===== src/rtl/riscv_pkg.sv =====
// Shared RV32I definitions: widths, opcodes, branch funct3 codes,
// branch-unit FSM states and immediate field extraction helpers.
package riscv_pkg;

    localparam int XLEN           = 32;
    localparam int REG_SELECT_LEN = 5;

    localparam logic [6:0] OPC_BRANCH = 7'b1100011;
    localparam logic [6:0] OPC_JAL    = 7'b1101111;
    localparam logic [6:0] OPC_JALR   = 7'b1100111;

    typedef enum logic [2:0] {
        F3_EQ  = 3'b000,
        F3_NE  = 3'b001,
        F3_LT  = 3'b100,
        F3_GE  = 3'b101,
        F3_LTU = 3'b110,
        F3_GEU = 3'b111
    } branch_funct3_t;

    typedef enum logic [1:0] {
        ST_IDLE = 2'd0,
        ST_READ = 2'd1,
        ST_EXEC = 2'd2,
        ST_DONE = 2'd3
    } bu_state_t;

    // Raw immediates; callers sign-extend to their datapath width from the MSB.
    function automatic logic [12:0] imm_b(input logic [31:0] instr);
        return {instr[31], instr[7], instr[30:25], instr[11:8], 1'b0};
    endfunction

    function automatic logic [20:0] imm_j(input logic [31:0] instr);
        return {instr[31], instr[19:12], instr[20], instr[30:21], 1'b0};
    endfunction

    function automatic logic [11:0] imm_i(input logic [31:0] instr);
        return instr[31:20];
    endfunction

endpackage


===== src/rtl/branch_compare.sv =====
// Branch condition evaluation: resolves taken for a branch funct3 and
// flags funct3 codes that are not defined for branches.
module branch_compare #(
    parameter int XLEN = riscv_pkg::XLEN
) (
    input  logic [XLEN-1:0] a,
    input  logic [XLEN-1:0] b,
    input  logic [2:0]      funct3,
    output logic            taken,
    output logic            valid_funct3
);
    import riscv_pkg::*;

    // Compare operands according to the branch condition code.
    always_comb begin
        taken        = 1'b0;
        valid_funct3 = 1'b1;
        case (funct3)
            F3_EQ:   taken = (a == b);
            F3_NE:   taken = (a != b);
            F3_LT:   taken = ($signed(a) <  $signed(b));
            F3_GE:   taken = ($signed(a) >= $signed(b));
            F3_LTU:  taken = (a <  b);
            F3_GEU:  taken = (a >= b);
            default: valid_funct3 = 1'b0;
        endcase
    end

endmodule


===== src/rtl/branch_unit.sv =====
// Multi-cycle branch/jump resolution unit for the RV32I core.
// Optional feature macro: BRANCH_MISALIGN_TRAP_EN (trap on taken targets
// that are not 4-byte aligned instead of redirecting).
//
// state   | meaning
// --------+------------------------------------------------------------
// ST_IDLE | ready for a new instruction; rs selects latched on accept
// ST_READ | register file data captured
// ST_EXEC | decode/compare/targets computed, result outputs registered
// ST_DONE | result presented with out_valid until out_ready
module branch_unit #(
    parameter int XLEN           = riscv_pkg::XLEN,
    parameter int REG_SELECT_LEN = riscv_pkg::REG_SELECT_LEN
) (
    input  logic                      clk,
    input  logic                      rst,
    input  logic                      in_valid,
    output logic                      in_ready,
    input  logic [XLEN-1:0]           instruction,
    input  logic [XLEN-1:0]           program_counter,
    output logic [REG_SELECT_LEN-1:0] register_1,
    output logic [REG_SELECT_LEN-1:0] register_2,
    input  logic [XLEN-1:0]           register_data_1,
    input  logic [XLEN-1:0]           register_data_2,
    output logic                      out_valid,
    input  logic                      out_ready,
    output logic                      load_new_program_counter,
    output logic [XLEN-1:0]           new_program_counter,
    output logic                      link_write,
    output logic [REG_SELECT_LEN-1:0] link_register,
    output logic [XLEN-1:0]           link_data,
    output logic                      illegal,
    output logic                      misaligned
);
    import riscv_pkg::*;

    bu_state_t                 state, state_next;
    logic [XLEN-1:0]           instr_q, pc_q, rs1_q, rs2_q;

    logic [6:0]                opcode;
    logic [2:0]                funct3;
    logic [REG_SELECT_LEN-1:0] rd;
    logic [12:0]               raw_b;
    logic [20:0]               raw_j;
    logic [11:0]               raw_i;
    logic [XLEN-1:0]           off_b, off_j, off_i;
    logic [XLEN-1:0]           pc_plus4, target, npc_d;
    logic                      cmp_taken, cmp_valid;
    logic                      taken, legal, is_jump, redirect, link_en, mis_d;
    logic [REG_SELECT_LEN-1:0] link_reg_d;

    assign in_ready  = (state == ST_IDLE);
    assign out_valid = (state == ST_DONE);

    assign opcode = instr_q[6:0];
    assign funct3 = instr_q[14:12];
    assign rd     = REG_SELECT_LEN'(instr_q[11:7]);
    assign raw_b  = imm_b(instr_q[31:0]);
    assign raw_j  = imm_j(instr_q[31:0]);
    assign raw_i  = imm_i(instr_q[31:0]);
    assign off_b  = {{(XLEN-13){raw_b[12]}}, raw_b};
    assign off_j  = {{(XLEN-21){raw_j[20]}}, raw_j};
    assign off_i  = {{(XLEN-12){raw_i[11]}}, raw_i};

    branch_compare #(.XLEN(XLEN)) u_compare (
        .a            (rs1_q),
        .b            (rs2_q),
        .funct3       (funct3),
        .taken        (cmp_taken),
        .valid_funct3 (cmp_valid)
    );

    // State register.
    always_ff @(posedge clk) begin
        if (rst) state <= ST_IDLE;
        else     state <= state_next;
    end

    // Next-state sequencing; a result is only released on out_ready.
    always_comb begin
        state_next = state;
        case (state)
            ST_IDLE: if (in_valid) state_next = ST_READ;
            ST_READ: state_next = ST_EXEC;
            ST_EXEC: state_next = ST_DONE;
            ST_DONE: if (out_ready) state_next = ST_IDLE;
            default: state_next = ST_IDLE;
        endcase
    end

    // Decode, target arithmetic and result selection for the instruction held in EXEC.
    always_comb begin
        pc_plus4 = pc_q + XLEN'(4);
        target   = '0;
        taken    = 1'b0;
        legal    = 1'b0;
        is_jump  = 1'b0;
        case (opcode)
            OPC_BRANCH: begin
                target = pc_q + off_b;
                taken  = cmp_taken;
                legal  = cmp_valid;
            end
            OPC_JAL: begin
                target  = pc_q + off_j;
                taken   = 1'b1;
                legal   = 1'b1;
                is_jump = 1'b1;
            end
            OPC_JALR: begin
                target  = (rs1_q + off_i) & {{(XLEN-1){1'b1}}, 1'b0};
                taken   = 1'b1;
                legal   = (funct3 == 3'b000);
                is_jump = 1'b1;
            end
            default: ;
        endcase
        redirect   = legal && taken;
        link_en    = legal && is_jump && (rd != '0);
        link_reg_d = (legal && is_jump) ? rd : '0;
        npc_d      = redirect ? target : pc_plus4;
        mis_d      = 1'b0;
`ifdef BRANCH_MISALIGN_TRAP_EN
        // A misaligned taken target becomes a trap: the target is still reported
        // on new_program_counter, but fetch is not redirected and no link is written.
        if (redirect && (target[1:0] != 2'b00)) begin
            mis_d    = 1'b1;
            redirect = 1'b0;
            link_en  = 1'b0;
        end
`endif
    end

    // Datapath registers: operand capture on accept/READ, result capture in EXEC.
    always_ff @(posedge clk) begin
        if (rst) begin
            instr_q                  <= '0;
            pc_q                     <= '0;
            rs1_q                    <= '0;
            rs2_q                    <= '0;
            register_1               <= '0;
            register_2               <= '0;
            load_new_program_counter <= 1'b0;
            new_program_counter      <= '0;
            link_write               <= 1'b0;
            link_register            <= '0;
            link_data                <= '0;
            illegal                  <= 1'b0;
            misaligned               <= 1'b0;
        end else begin
            if (state == ST_IDLE && in_valid) begin
                instr_q    <= instruction;
                pc_q       <= program_counter;
                register_1 <= REG_SELECT_LEN'(instruction[19:15]);
                register_2 <= REG_SELECT_LEN'(instruction[24:20]);
            end
            if (state == ST_READ) begin
                rs1_q <= register_data_1;
                rs2_q <= register_data_2;
            end
            if (state == ST_EXEC) begin
                load_new_program_counter <= redirect;
                new_program_counter      <= npc_d;
                link_write               <= link_en;
                link_register            <= link_reg_d;
                link_data                <= pc_plus4;
                illegal                  <= !legal;
                misaligned               <= mis_d;
            end
        end
    end

endmodule

===== config.mk =====
export PLATFORM = sky130hd
export DESIGN_NAME = branch_unit
export DESIGN_NICKNAME = d
export VERILOG_FILES = /design/src/rtl/riscv_pkg.sv /design/src/rtl/branch_compare.sv /design/src/rtl/branch_unit.sv
export SDC_FILE = /design/constraint.sdc
export NUM_CORES = 1
export LEC_CHECK = 0
export CORE_ASPECT_RATIO = 0.6
export CORE_MARGIN = 2
export CORE_UTILIZATION = 54
export CTS_CLUSTER_DIAMETER = 100
export DETAILED_ROUTE_END_ITERATION = 6
export GPL_TIMING_DRIVEN = 0
export PLACE_DENSITY = 0.82
export RECOVER_POWER = 100
export SETUP_SLACK_MARGIN = 0.2
export SKIP_CTS_REPAIR_TIMING = 1
export SYNTH_ARGS = -nofsm -noshare
export SYNTH_HDL_FRONTEND = slang
export SYNTH_SLANG_ARGS = --single-unit
export TNS_END_PERCENT = 100

===== constraint.sdc =====
create_clock -name clk -period 4.45 [get_ports clk]
set_input_delay 0.89 -clock clk [delete_from_list [all_inputs] [get_ports clk]]
set_output_delay 0.89 -clock clk [all_outputs]
set_load 0.01 [all_outputs]

---- Word level (Yosys, flattened, before mapping) ----
Cells that the tools add are included.
cells by class
  eq/ne operators ......................... 15
  add/subtract/negate cells ............... 4
  reduce and logical (&&, ||, !) cells .... 11
  mux-type cells .......................... 11
  magnitude comparators ................... 4
operator list
  operator                                                               number
  32-bit adder                                                           3
  32-bit case mux with 3 select lines                                    1
  32-bit >= comparator                                                   2
  32-bit less-than comparator                                            2
  32-bit by 3-bit adder with 32-bit output, second input constant        1
  32-bit equality test                                                   1
  32-bit 2-to-1 mux                                                      1
  32-bit inequality test                                                 1
  7-bit equality test, second input constant                             3
  3-bit equality test, second input constant                             4
  2-bit case mux with 4 select lines                                     1
  1-bit case mux with 6 select lines                                     1
  6-bit OR reduction                                                     1
  5-bit 2-to-1 mux                                                       1
  5-bit nonzero test                                                     1
  2-bit equality test, second input constant                             2
  1-bit logical AND                                                      4
  2-bit 2-to-1 mux                                                       2
  3-bit by 1-bit equality test with 1-bit output, second input constant  1
  3-bit logical NOT                                                      1
  1-bit case mux with 3 select lines                                     1
  2-bit by 1-bit equality test with 1-bit output, second input constant  1
  2-bit logical NOT                                                      1
  1-bit 2-to-1 mux                                                       2
  6 further kinds                                                        6
storage, ports and cells
  bits of input ports ..................... 132
  logic and storage cells ................. 58
  output and inout bits ................... 85
  flip-flop bits (word level) ............. 212

---- Depth between registers and ports, before layout ----
  depth in word-level cells ............... 6
  gate-level depth with buffers ........... 17
  gate-level depth less buffers ........... 17

---- By module ----
From an unflattened synthesis, not the netlist that was laid out.
second synthesis, totals
  cell total of the unflattened synthesis .. 1528
  area, all modules ....................... 12409.4 µm²
by module, submodules not included
  module          seq. area each (µm²)  instances  cells each  area an instance (µm²)
  branch_unit     4043.9                1          1395        11413.4
  branch_compare  0.0                   1          133         996.0

---- Worst setup path before layout ----
No wires, ideal clock.
  path type ............................... register to register
  from .................................... register instr_q[6]
  to ...................................... register new_program_counter[29]
  path buffers ............................ 1
  arrival ................................. 3479 ps
  cell stages (with the launch flop) ...... 18
  setup slack ............................. 854 ps
  period minus slack after synthesis ...... 3596 ps
  path through ............................ dfxtp_1 > nand2_1 > and4bb_2 > nand3_1 > clkbuf_1 > nand2_1 > o21ai_0 > ha_1 > and3_1 > nand3_2 > or3_1 > a311oi_1 > nand2_1 > o21ai_1 > a21oi_1 > xnor2_1 > a221o_1 > a22o_1
on the way
  longest elaborated chain between the ends .. 5
  elaborated cells between the ends (all ways) .. 9
  those cells by class .................... eq/ne: 3; mux: 4; reduce/logical: 2
RTL lines
  what                                line                text
  start: declaration                  branch_unit.sv:38   logic [XLEN-1:0] instr_q, pc_q, rs1_q, rs2_q;
  start signal: assignment            branch_unit.sv:152  instr_q <= instruction;
  7-bit equality test                 branch_unit.sv:98   case (opcode)
  2-bit OR reduction (no line)        -
  1-bit case mux with 2 select lines  branch_unit.sv:98
  1-bit logical AND                   branch_unit.sv:118  redirect = legal && taken;
  32-bit 2-to-1 mux (*)               branch_unit.sv:121  npc_d = redirect ? target : pc_plus4;
  end signal: assignment              branch_unit.sv:163  new_program_counter <= npc_d;
  end: declaration                    branch_unit.sv:28   output logic [XLEN-1:0] new_program_counter,
Mark *: on every way between the ends. The rest lies on a longest branch, timed or not.
A chain may end at the register's enable or synchronous reset.

---- Worst setup path after layout ----
  from .................................... register rs2_q[31]
  to ...................................... register new_program_counter[26]
on the way
  longest elaborated chain between the ends .. 5
  elaborated cells between the ends (all ways) .. 10
  those cells by class .................... order compare: 4; eq/ne: 2; mux: 3; reduce/logical: 1
RTL lines
  what                                                line                  text
  start: declaration                                  branch_unit.sv:38
  start signal: assignment                            branch_unit.sv:159    rs2_q <= register_data_2;
  32-bit >= comparator, or another cell as far along  branch_compare.sv:24  F3_GEU: taken = (a >= b);
  1-bit case mux with 6 select lines (*)              branch_compare.sv:18  case (funct3)
  1-bit case mux with 2 select lines (*)              branch_unit.sv:98
  1-bit logical AND (*)                               branch_unit.sv:118
  32-bit 2-to-1 mux (*)                               branch_unit.sv:121
Marks and branches as above.

==> out/metrics.cfg <==
[timing]
setup_tns_ns = 0
rsz0062_at_grt = true
slew_viol_final = 0
finalCriticalPeriod_ns = 4.23
hold_viol_final = 0
hold_slack_ns = 0.456
setup_viol = 0
max_freq_ghz = 0.237
post-route-period-util = 0.950
layout_setup_ws_ns = 0.223
skew_ns = 0.0253
max_slew_margin = 0.228
worst_pin_slew_ns = 1.16

[floorplan]
start_util = 0.553
rows = 42
core_um2 = 22200
fp.dieArea_um2 = 24000
ioPinCount = 217
dieHeight_um = 121
dieWidth_um = 199

[yosys]
ys_types = 81
yosysTopAreaCellShare = 0.330
syn_nets = 1737
syn_area_um2 = 12300
yosysWarningCount = 0
seq_area_frac_synth = 0.330
synth_largest_area_cell = dfxtp_1
synth-edff-count = 0
synthFlopType = dfxtp_1
synthArstFlopShare = 0
ys_ff_latch = 202
postSynthAreaPerCell_um2 = 8.15
synth_area_leaders = dfxtp_1 33%, ha_1 9.9%, a21oi_1 6.5%
synthCells = 1506

[final_layout]
n_antenna_cell = 0
final_cell_mix = 209 x nand2_1, 201 x dfxtp_1, 160 x a21oi_1, 147 x nor2_1, 131 x clkdlybuf4s50_1
drive_gt1_frac = 0.0510
stdcell_area_um2 = 15600
finalNetCount = 1980
final_util = 0.701
synthToLayoutAreaGrowth_pct = 26.8
fin_cells = 2071
final_common_cell = nand2_1

[place]
place_congestion = 0.976
dpl.cell_count = 2028
port_buffers = 214
dpl-instance-area_um2 = 14800
place_ws_ns = 0.210
post-dp-hpwl_um = 32600

[detailed_routing]
wl_um = 41700
vias_per_cell = 5.94
drc = 0
dr_total_vias = 12300
dr.pass1.iters = 6
routedWlPerCell_um = 20.1
ant_nets = 0
drt_iter0_markers = 1066

[setup_path]
worstPathRequired_ns = 4.85
cp-start-kind = flop
ff2ff_setup_slack_ns = 0.22
critPathMaxFanout = 10
crit_type = flop to flop
endpoint_kind = flop
path_common_cell = nand2_1
crit_chain = inv_1, ha_1, nand4_1, nor4_1, nand2_1, o311a_1, nand2_1, mux2i_1, nor2_1, clkbuf_1, nand3_1, a32o_1
cp.arrival_ns = 4.63
critPathSlowestCell = nor4_1
cpPeakStageDelay_ns = 0.82

[global_routing]
grtUsageTotal = 0.339
grt_pass1_wl_um = 63100
grt.overflow.total = 0
grt_max_degree = 36
grt_pass1_vias = 11400
antenna_found_initial = 0

[clocking]
cts_tree = built
cts_buffers = 21
clock_latency_ns = 0.52
root_buffer = clkbuf_16
clockBufferDepth = 3
h-tree-depth = 1
path_clk_slew_ns = 0.07
cts_sinks = 202

[power_and_ir_drop]
total_power_mw = 8.12
power_density_nw_per_um2 = 522
peakVddDrop_mv = 0.273
p_leak_nw = 6.40

[min_path]
hold_path_class = flop to flop

[flow_run]
drv_cap = 0

[status]
outcome = finished clean

per-layer routing:
metal  part of all wire  vias up  track usage
li1                   -     5831            -
met1               0.47     5764        0.510
met4              0.019        0       0.0672
met5                  0        -            0
met3               0.11       68       0.0812
met2               0.40      640        0.489
registers in the layout, indices dropped and copies added (netlist names):
name	cells
link_register	5
rs2_q	32
register_1	4
new_program_counter	32
rs1_q	32
link_write	1
instr_q	24
illegal	1
register_2	4
load_new_program_counter	1
state	2
pc_q	32
link_data	32
final timing paths:
path | start | to | depth (start not counted)
worst max register to register | rs2_q[31] | new_program_counter[26] | 12
worst min register to register | instr_q[5] | instr_q[5] | 2
worst max-delay path | rs2_q[31] | new_program_counter[26] | 12
worst min-delay path | instr_q[5] | instr_q[5] | 2
area by class of cell:
| class | instances | area, um^2 |
|---|---|---|
| clock buffer | 27 | 588 |
| inverter | 56 | 210 |
| sequential | 202 | 4050 |
| fill | 1841 | 6620 |
| multi-input combinational | 1158 | 7620 |
| clock inverter | 10 | 119 |
| timing repair buffer | 220 | 2190 |
| tap | 308 | 385 |
| buffer | 90 | 397 |
critical path, delay by kind of cell (launching register included):
| family | cells | cell delay, ns |
|---|---|---|
| muxes | 1 | 0.13 |
| DFF | 1 | 0.33 |
| AOI/OAI and AO/OA | 2 | 0.69 |
| buffers and inverters | 2 | 0.54 |
| adders and majority gates | 1 | 0.52 |
| and+or+nand+nor | 6 | 1.91 |
logic make-up (layout without fill, tap and decap cells):
group           count (synthesis)  count (layout)  share of synthesized area
flops                         202             202                      0.330
xor+xnor                       89              89                     0.0635
simple gates                  503             503                      0.181
buf+inv                       146             403                     0.0494
compound gates                391             391                      0.211
mux                            75              75                     0.0627
fa+ha+maj                      99              99                      0.102
other cells                     1               1                   0.000306
power by group:
group          total [mW]  switching, mW  internal (mW)
registers            2.66          0.439           2.22
logic                3.61           2.12           1.49
clock network        1.85          0.791           1.06
total                8.12           3.35           4.77
Yosys cell counts (6+ instances only):
cell type  count
nor3b_1        6
nor3_1        26
buf_1         16
a31oi_1        6
o21ai_0       50
o21a_1         9
a211oi_1      30
inv_1         56
ha_1          97
mux2i_1       69
nand3_1       34
nor4_1         7
a221oi_1       8
a22o_1         7
nor2_1       146
nand2_1      210
and2_1        11
and3_1        16
nand2b_1       7
nand4_1       16
a221o_1       12
a22oi_1        8
xor2_1        37
o21ai_1        9
clkbuf_1      56
dfxtp_1      202
buf_4         12
a21oi_1      160
xnor2_1       52
a21o_1        21
Note: power is estimated with default switching activity, not from simulation.
